[src/rtl/dbscan_feeder_if.sv]
// Sample-stream handshake between the sample source and dbscan_feeder.
//
// Handshake rule: a sample (in_data, in_last) is transferred on a rising
// clock edge where in_valid && in_ready are both high. The source must hold
// in_data/in_last/in_valid stable while in_valid is high and in_ready is low.
// in_ready depends only on the feeder's state, never on in_valid.
//
// Signals:
//   in_data  : raw W-bit sample (source -> feeder)
//   in_valid : sample offered (source -> feeder)
//   in_last  : sample closes the batch, qualified by in_valid (source -> feeder)
//   in_ready : feeder accepts a sample this cycle (feeder -> source)
interface dbscan_feeder_if #(
  parameter int W = 10
) ();
  logic [W-1:0] in_data;
  logic         in_valid;
  logic         in_last;
  logic         in_ready;

  modport master (output in_data, output in_valid, output in_last, input in_ready);
  modport slave  (input in_data, input in_valid, input in_last, output in_ready);
endinterface

[src/rtl/dbscan_feeder.sv]
// dbscan_feeder: collects a batch of raw samples, insertion-sorts them into a
// register chain as they arrive, replays the sorted batch to the DBSCAN
// argument stage with its start/final sequence, then captures the cluster
// count the stage returns.
//
// Ports:
//   clk, reset   : clock and synchronous active-high reset
//   s_in         : sample stream (slave side of dbscan_feeder_if)
//   val_out      : sorted value to the argument stage in0
//   start_o      : argument stage start
//   final_o      : argument stage final
//   clust_in     : cluster count from the argument stage out0
//   count_out    : captured cluster count, held until the next capture
//   count_valid  : one-cycle strobe in the first LOAD cycle after a capture
//   busy         : high in every state except LOAD
//   o_dbg_state  : current FSM state, for checkers
module dbscan_feeder #(
  parameter int W = 10,
  parameter int N = 8
) (
  input  logic         clk,
  input  logic         reset,
  dbscan_feeder_if.slave s_in,
  output logic [W-1:0] val_out,
  output logic         start_o,
  output logic         final_o,
  input  logic [W-1:0] clust_in,
  output logic [W-1:0] count_out,
  output logic         count_valid,
  output logic         busy,
  output logic [2:0]   o_dbg_state
);

  localparam int CW = $clog2(N + 1);
  localparam int IW = $clog2(N);

  typedef enum logic [2:0] {
    S_LOAD   = 3'd0,
    S_PRIME  = 3'd1,
    S_STREAM = 3'd2,
    S_FLUSH  = 3'd3,
    S_FIN    = 3'd4,
    S_CAP    = 3'd5
  } state_t;

  state_t        r_state;
  state_t        w_next;
  logic [W-1:0]  r_s   [N];
  logic [W-1:0]  w_ins [N];
  logic [N-1:0]  w_big;
  logic [CW-1:0] r_cnt;
  logic [IW-1:0] r_idx;
  logic [IW-1:0] w_last_idx;
  logic          w_accept;
  logic          w_close;

  assign w_accept   = (r_state == S_LOAD) && s_in.in_valid;
  // The N-th accepted sample closes the batch even without in_last.
  assign w_close    = w_accept && (s_in.in_last || (r_cnt == CW'(N - 1)));
  assign w_last_idx = IW'(r_cnt - 1'b1);

  // Parallel insertion. Empty slots count as "bigger" than the new sample;
  // since the chain is sorted, w_big is a run of 0s followed by 1s. The new
  // sample lands in the first big slot and big entries shift up by one.
  // Using strict > keeps equal values ahead of the newcomer (stable sort).
  always_comb begin
    for (int i = 0; i < N; i++) begin
      w_big[i] = (i >= int'(r_cnt)) || (r_s[i] > s_in.in_data);
    end
    w_ins[0] = w_big[0] ? s_in.in_data : r_s[0];
    for (int i = 1; i < N; i++) begin
      if (!w_big[i])          w_ins[i] = r_s[i];
      else if (!w_big[i - 1]) w_ins[i] = s_in.in_data;
      else                    w_ins[i] = r_s[i - 1];
    end
  end

  always_comb begin
    w_next = r_state;
    case (r_state)
      S_LOAD:   if (w_close) w_next = S_PRIME;
      S_PRIME:  w_next = (r_cnt == CW'(1)) ? S_FLUSH : S_STREAM;
      S_STREAM: if (r_idx == w_last_idx) w_next = S_FLUSH;
      S_FLUSH:  w_next = S_FIN;
      S_FIN:    w_next = S_CAP;
      S_CAP:    w_next = S_LOAD;
      default:  w_next = S_LOAD;
    endcase
  end

  always_ff @(posedge clk) begin
    if (reset) begin
      r_state     <= S_LOAD;
      r_cnt       <= '0;
      r_idx       <= '0;
      count_out   <= '0;
      count_valid <= 1'b0;
      for (int i = 0; i < N; i++) r_s[i] <= '0;
    end else begin
      r_state     <= w_next;
      count_valid <= (r_state == S_CAP);
      case (r_state)
        S_LOAD: begin
          if (w_accept) begin
            r_s   <= w_ins;
            r_cnt <= r_cnt + 1'b1;
          end
        end
        S_PRIME:  r_idx <= IW'(1);
        S_STREAM: r_idx <= r_idx + 1'b1;
        S_CAP: begin
          count_out <= clust_in;
          r_cnt     <= '0;
          r_idx     <= '0;
          for (int i = 0; i < N; i++) r_s[i] <= '0;
        end
        default: ;
      endcase
    end
  end

  // Outputs decode registered state only; no input reaches an output.
  always_comb begin
    val_out = '0;
    start_o = 1'b0;
    final_o = 1'b0;
    case (r_state)
      S_PRIME:  val_out = r_s[0];
      S_STREAM: begin
        val_out = r_s[r_idx];
        start_o = 1'b1;
      end
      S_FLUSH: begin
        val_out = r_s[w_last_idx];
        start_o = 1'b1;
      end
      S_FIN:    final_o = 1'b1;
      default: ;
    endcase
  end

  assign s_in.in_ready = (r_state == S_LOAD);
  assign busy          = (r_state != S_LOAD);
  assign o_dbg_state   = r_state;

endmodule

[src/flat_wrapper.sv]
// flat-port wrapper written by rule: the top's interface ports become plain ports
module dbscan_feeder_flat 
#(
  parameter int W = 10,
  parameter int N = 8
)
  (clk, reset, val_out, start_o, final_o, clust_in, count_out, count_valid, busy, o_dbg_state, s_in_in_data, s_in_in_valid, s_in_in_last, s_in_in_ready);
  dbscan_feeder_if #(.W(W)) s_in_i ();
  input  logic clk;
  input  logic reset;
  output logic [W-1:0] val_out;
  output logic start_o;
  output logic final_o;
  input  logic [W-1:0] clust_in;
  output logic [W-1:0] count_out;
  output logic count_valid;
  output logic busy;
  output logic [2:0] o_dbg_state;
  input wire logic [$bits(s_in_i.in_data)-1:0] s_in_in_data;
  input wire logic [$bits(s_in_i.in_valid)-1:0] s_in_in_valid;
  input wire logic [$bits(s_in_i.in_last)-1:0] s_in_in_last;
  output wire logic [$bits(s_in_i.in_ready)-1:0] s_in_in_ready;
  assign s_in_i.in_data = s_in_in_data;
  assign s_in_i.in_valid = s_in_in_valid;
  assign s_in_i.in_last = s_in_in_last;
  assign s_in_in_ready = s_in_i.in_ready;
  dbscan_feeder #(.W(W), .N(N)) u_core (.clk(clk), .reset(reset), .s_in(s_in_i), .val_out(val_out), .start_o(start_o), .final_o(final_o), .clust_in(clust_in), .count_out(count_out), .count_valid(count_valid), .busy(busy), .o_dbg_state(o_dbg_state));
endmodule
[config.mk]
export PLATFORM = sky130hd
export DESIGN_NAME = dbscan_feeder_flat
export DESIGN_NICKNAME = d
export VERILOG_FILES = /design/src/rtl/dbscan_feeder_if.sv /design/src/rtl/dbscan_feeder.sv /design/src/flat_wrapper.sv
export SDC_FILE = /design/constraint.sdc
export NUM_CORES = 1
export LEC_CHECK = 0
export CELL_PAD_IN_SITES_DETAIL_PLACEMENT = 1
export CELL_PAD_IN_SITES_GLOBAL_PLACEMENT = 1
export CORE_MARGIN = 1.5
export CORE_UTILIZATION = 40
export DETAILED_ROUTE_END_ITERATION = 16
export PLACE_DENSITY_LB_ADDON = 0.1
export SLEW_MARGIN = 20
export SYNTH_ARGS = -nofsm -noshare
export SYNTH_HDL_FRONTEND = slang
export SYNTH_SLANG_ARGS = --single-unit
export TNS_END_PERCENT = 5
[constraint.sdc]
create_clock -name clk -period 2.8 [get_ports clk]
set_clock_uncertainty 0.15 [all_clocks]
set_input_delay 0.28 -clock clk [delete_from_list [all_inputs] [get_ports clk]]
set_output_delay 0.28 -clock clk [all_outputs]
set_load 0.02 [all_outputs]
==> impl_metrics.json, run 1 <==
{
  "via_per_inst": 6.32,
  "setup_viol": 1,
  "synthesis.area_um2": 7550,
  "ys_async_sr_fraction": 0,
  "maxSlewHeadroom": 0.417,
  "dieArea_um2": 19700,
  "synth_mux_area_frac": 0.225,
  "status": "complete, but fails checks",
  "drive_above_1_share": 0.226,
  "cellLeakagePower_nw": 3.68,
  "die_w_um": 140,
  "synth_edf_count": 0,
  "cts_inserted_buffers": 9,
  "dp_hpwl_um": 21900,
  "synthCells": 773,
  "stdcell_area_um2": 9370,
  "hp-class": "primary input to flip-flop",
  "p_int_mw": 4.03,
  "first_global_vias": 7386,
  "yosys.area_share.adder": 0.141,
  "fmaxAchievable_mhz": 357,
  "grt_usage": 0.290,
  "drcViolationCount": 0,
  "r2r_cells": 11,
  "violations": "negative setup slack",
  "diodes": 0,
  "r2r_end": "u_core.r_s[33]",
  "peakVddDrop_mv": 0.342,
  "pwr-share-clk": 0.201,
  "synth_compound_area_frac": 0.199,
  "drtAntennaViolNets": 0,
  "switching_share": 0.424,
  "synthXorXnorAreaFrac": 0.00928,
  "drv_cap": 0,
  "min_from": "clust_in[0]",
  "multiInputGateArea_um2": 5190,
  "path_clk_slew_ns": 0.08,
  "antenna_found_initial": 0,
  "wl_per_cell_um": 25.2,
  "routed-via-count": 7089,
  "dr.pass1.iters": 5,
  "nFillCells": 2095,
  "fin_crit_ns": 2.80,
  "r2r_slack_ns": 0.15,
  "clk_latency_ns": 0.37,
  "overflow": 0,
  "utilization": 0.505,
  "grt_max_degree": 26,
  "drtIter0Drc": 427,
  "rows": 50,
  "crit_required_ns": 2.37,
  "whs_path_depth": 3,
  "regArea_um2": 2020,
  "arrival_ns": 2.37,
  "placement.io_buffers": 51,
  "ys.flop_type": "dfxtp_1",
  "grt_pass1_wl_um": 43400,
  "cts_max_level": 3,
  "clk_path_buf_depth": 2,
  "finalMaxSlewViolations": 0,
  "die_height_um": 140,
  "synth_cell_types": 65,
  "yosys.area_share.simple": 0.107,
  "hold_viol_final": 0,
  "wirelength_um": 28300,
  "power_density_nw_per_um2": 747,
  "p_switching_mw": 2.97,
  "min_to": "u_core.count_out[0]",
  "r2r_start": "u_core.r_cnt[0]",
  "p_total_mw": 7.00,
  "area_growth_pct": 24.2,
  "end_kind": "output pin",
  "start_kind": "flip-flop",
  "ioPinCount": 52,
  "pwr-share-seq": 0.271,
  "worst_slack_ns": -0.00364,
  "gp_congestion": 0.942,
  "core_um2": 18600,
  "start_util": 0.406,
  "tns_ns": -0.00364,
  "synth_top_family_by_area": "multiplexers",
  "combPwrFrac": 0.528,
  "yosys_warnings": 0,
  "cts_tree": "done",
  "rsz0062_at_grt": "true",
  "synth_seq_cells": 101,
  "place_area_um2": 8980,
  "fin_nets": 992,
  "syn_avg_cell_area_um2": 9.77,
  "syn-num-nets": 882,
  "finalCritPeriodShare": 1.00,
  "cts-root-buf": "clkbuf_16",
  "seq_area_frac_synth": 0.268,
  "critPathMaxFanout": 6,
  "clock-sinks": 101,
  "worst_pin_slew_ns": 0.868,
  "critPathKind": "flip-flop to output pin"
}
==> cell usage after synthesis, types with 3 or more instances <==
library cell,instances,share of area
a2111oi_0,3,0.0035
a211oi_1,7,0.0070
a21o_1,8,0.0080
a21oi_1,54,0.036
a31oi_1,3,0.0025
and2_1,3,0.0025
buf_1,5,0.0025
buf_2,16,0.011
buf_4,5,0.0050
buf_6,4,0.0060
clkbuf_1,22,0.011
dfxtp_1,101,0.27
ha_1,85,0.14
inv_1,30,0.015
mux2i_1,80,0.11
mux4_2,40,0.12
nand2_1,75,0.037
nand2_2,3,0.0025
nand2b_1,3,0.0025
nand3_1,18,0.012
nand4_1,17,0.014
nor2_1,18,0.0090
nor2_2,3,0.0025
nor2b_1,7,0.0058
nor3_1,6,0.0040
o21a_1,5,0.0050
o21ai_0,19,0.013
o21bai_1,5,0.0050
o22ai_1,9,0.0075
o2bb2ai_1,60,0.070
o31ai_1,10,0.0099
or4_1,3,0.0030
xnor2_1,6,0.0070
==> stage by stage <==
step           setup WS [ns]  hold WS [ns]  std cells
2_1_floorplan        -0.0194         0.266        773
3_3_place_gp          -0.392         0.291       1104
3_5_place_dp          -0.456         0.303       1104
4_1_cts              -0.0143         0.307       1120
5_1_grt              -0.0548         0.312       1122
6_report            -0.00364         0.309       1122
==> area by class of cell <==
cell class                      instances  area share
Clock buffer                            9      0.0240
Clock inverter                          7      0.0100
Inverter                               30      0.0120
Multi-Input combinational cell        589       0.554
Sequential cell                       101       0.216
Tap cell                              234      0.0312
Timing Repair Buffer                  152       0.153
==> cell usage in the layout, fill, tap and decap left out, types with 28 or more instances in the layout <==
cell type,n
mux4_2,40
a21oi_1,51
mux2i_1,80
ha_1,84
clkdlybuf4s50_1,41
dfxtp_1,99
o2bb2ai_1,60
inv_1,28
buf_4,86
nand2_1,72
==> cell families (layout without fill, tap and decap cells) <==
group,after synthesis,after routing
AND/OR/NAND/NOR,167,167
multiplexers,120,120
buffers and inverters,83,198
AO/OA/AOI/OAI,209,209
XOR/XNOR,8,8
flip-flops,101,101
adder cells (fa/ha/maj),85,85
==> metal layers <==
layer	wire length (um)	global-route usage	up-vias
met5	0	0	-
met4	900	0.102	0
met3	1740	0.0550	61
met2	13800	0.498	267
met1	11900	0.364	3583
li1	-	-	3178
==> power by group through the flow <==
stage / Combinational (mW) / Sequential [mW] / Clock [mW]
detailed placement: 3.53 / 1.91 / 0
CTS: 3.55 / 1.88 / 1.43
global route: 3.94 / 1.92 / 1.48
floorplan: 2.17 / 1.82 / 0
finish: 3.70 / 1.90 / 1.41
global placement: 3.40 / 1.89 / 0
==> sequential cells by signal, indices dropped and copies added, names as in the netlist <==
register,flops
u_core.count_valid,1
u_core.r_s,80
u_core.o_dbg_state,3
u_core.count_out,10
u_core.r_idx,3
u_core.r_cnt,4
==> worst max path at each step <==
stage / start / endpoint / slack [ns]
2_1_floorplan: u_core.r_cnt[0] / val_out[2] / -0.02
3_3_place_gp: s_in_in_data[3] / u_core.r_s[8] / -0.39
3_5_place_dp: s_in_in_data[7] / u_core.r_s[2] / -0.46
4_1_cts: u_core.r_cnt[1] / val_out[6] / -0.01
5_1_grt: u_core.r_cnt[1] / val_out[4] / -0.05
6_report: u_core.r_cnt[0] / val_out[4] / -0.004
==> worst max-delay path, stage by stage, from the launching register on <==
cell and delay (ns):
dfxtp_2 0.35, inv_2 0.05, ha_4 0.31, clkbuf_16 0.17, mux4_2 0.53, nand2_1 0.11, a21oi_1 0.07, a21oi_1 0.14
o21ai_1 0.09, buf_2 0.18
==> timing repair <==
item | CTS | global route
hold buffers | 0 | 0
setup endpoints to repair | 20 | 51
endpoints found under the hold margin | 0 | 0
gates cloned | 0 | 1
pin swaps | 0 | 7
setup buffers | 0 | 1
resized for setup | 49 | 21
(Power assumes the default switching activity.)
==> inputs of run 2 (changes only) <==
CTS_BUF_LIST = sky130_fd_sc_hd__clkbuf_8   (was not set)
==> impl_metrics.json, run 2 (synthesized netlist as in run 1, its figures left out) <==
{
  "dieArea_um2": 19700,
  "fmaxAchievable_mhz": 353,
  "cts-root-buf": "clkbuf_8",
  "first_global_vias": 7414,
  "ioPinCount": 52,
  "largest_register": "u_core.r_s",
  "min_to": "u_core.count_out[7]",
  "stdcell_area_um2": 9290,
  "overflow": 0,
  "antenna_found_initial": 0,
  "drive_above_1_share": 0.232,
  "die_height_um": 140,
  "clk_latency_ns": 0.41,
  "power_density_nw_per_um2": 723,
  "r2r_cells": 12,
  "path_clk_slew_ns": 0.12,
  "fin_crit_ns": 2.84,
  "final_common_cell": "dfxtp_1",
  "whs_path_depth": 3,
  "place_area_um2": 8980,
  "violations": "negative setup slack",
  "drtIter0Drc": 393,
  "rows": 50,
  "cts_tree": "done",
  "clk_path_buf_depth": 2,
  "wl_per_cell_um": 25.1,
  "r2r_start": "u_core.r_cnt[1]",
  "end_kind": "output pin",
  "crit_required_ns": 2.37,
  "fin_nets": 992,
  "arrival_ns": 2.41,
  "critPathMaxFanout": 6,
  "drv_cap": 0,
  "grt_pass1_wl_um": 43600,
  "start_util": 0.406,
  "dr.pass1.iters": 5,
  "tns_ns": -0.0942,
  "clock-sinks": 101,
  "diodes": 0,
  "rsz0062_at_grt": "true",
  "r2r_slack_ns": 0.16,
  "largest_reg_flops": 80,
  "area_growth_pct": 23.1,
  "drcViolationCount": 0,
  "cts_max_level": 3,
  "hp-class": "primary input to flip-flop",
  "start_kind": "flip-flop",
  "peakVddDrop_mv": 0.313,
  "finalMaxSlewViolations": 0,
  "final_cell_mix": "99 x dfxtp_1, 87 x buf_4, 83 x ha_1",
  "utilization": 0.500,
  "core_um2": 18600,
  "status": "complete, but fails checks",
  "placement.io_buffers": 51,
  "wl_met2_um": 13800,
  "drtAntennaViolNets": 0,
  "wl_met1_um": 12000,
  "dp_hpwl_um": 21900,
  "grt_max_degree": 26,
  "cts_inserted_buffers": 9,
  "r2r_end": "u_core.r_s[33]",
  "preCtsSetupSlack_ns": -0.456,
  "worst_slack_ns": -0.0359,
  "wirelength_um": 28100,
  "top_regs": "u_core.r_s (80), u_core.count_out (10), u_core.r_cnt (4)",
  "min_from": "clust_in[7]",
  "ctsHoldBuffers": 0,
  "cellLeakagePower_nw": 3.63,
  "grt_usage": 0.291,
  "via_per_inst": 6.24,
  "critPathKind": "flip-flop to output pin",
  "die_w_um": 140,
  "top_layer_used": "met4",
  "maxSlewHeadroom": 0.432,
  "worst_pin_slew_ns": 0.845,
  "routed-via-count": 7003,
  "wl_met3_um": 1480,
  "hold_viol_final": 0,
  "p_total_mw": 6.71,
  "finalCritPeriodShare": 1.01,
  "nFillCells": 2085,
  "gp_congestion": 0.942,
  "setup_viol": 4
}
## run 2: cell count changes in the layout (fill, tap and decap cells not counted), moves of 2 or more
cell	previous run	this run
buf_6	4	6
nand2_1	72	69
buf_2	6	4
clkbuf_16	10	0
nand2_2	6	9
clkbuf_8	1	9
## run 2: stage by stage
stage,hold slack [ns],instances
floorplan,0.266,773
global placement,0.291,1104
detailed placement,0.303,1104
CTS,0.257,1121
global route,0.260,1122
finish,0.264,1122
## run 2: routing by layer
layer / up-vias / track usage
met5: - / 0
met2: 243 / 0.507
met1: 3521 / 0.362
li1: 3187 / -
met4: 0 / 0.0964
met3: 52 / 0.0509
## run 2: power breakdown
group          total, mW  internal, mW  switching (mW)  leakage (nW)
registers           1.90          1.62           0.289         0.817
logic               3.73          1.71            2.01          2.71
clock network       1.08         0.439           0.643         0.107
total               6.71          3.77            2.95          3.63
## run 2: critical path: stages, from the launching register on
cell,delay [ns]
dfxtp_2,0.37
inv_2,0.06
ha_4,0.31
buf_12,0.14
mux4_2,0.52
nand2_1,0.11
a21oi_1,0.07
a21oi_1,0.15
o21ai_1,0.10
buf_2,0.19
## run 2: how the worst max path moves through the flow
stage,from,end,slack (ns),cells past startpoint
after floorplan,u_core.r_cnt[0],val_out[2],-0.02,11
after global placement,s_in_in_data[3],u_core.r_s[8],-0.39,9
after detailed placement,s_in_in_data[7],u_core.r_s[2],-0.46,9
after CTS,u_core.r_cnt[1],val_out[3],-0.04,9
after global routing,u_core.r_cnt[1],val_out[3],-0.11,9
final,u_core.r_cnt[0],val_out[4],-0.04,9
## run 2: final cells by class
cell class | count | area (um2) | area share
Multi-Input combinational cell | 589 | 5210 | 0.561
Clock buffer | 9 | 124 | 0.0133
Tap cell | 234 | 293 | 0.0315
Clock inverter | 7 | 93.8 | 0.0101
Timing Repair Buffer | 152 | 1430 | 0.154
Sequential cell | 101 | 2020 | 0.218
Inverter | 30 | 113 | 0.0121
## run 2: timing repair
item                                    in CTS  in global routing
cloned                                       1                  0
gates resized for setup                     62                 19
endpoints found under the setup margin      20                 28
buffers inserted                             0                  1
pin swaps                                    4                  9
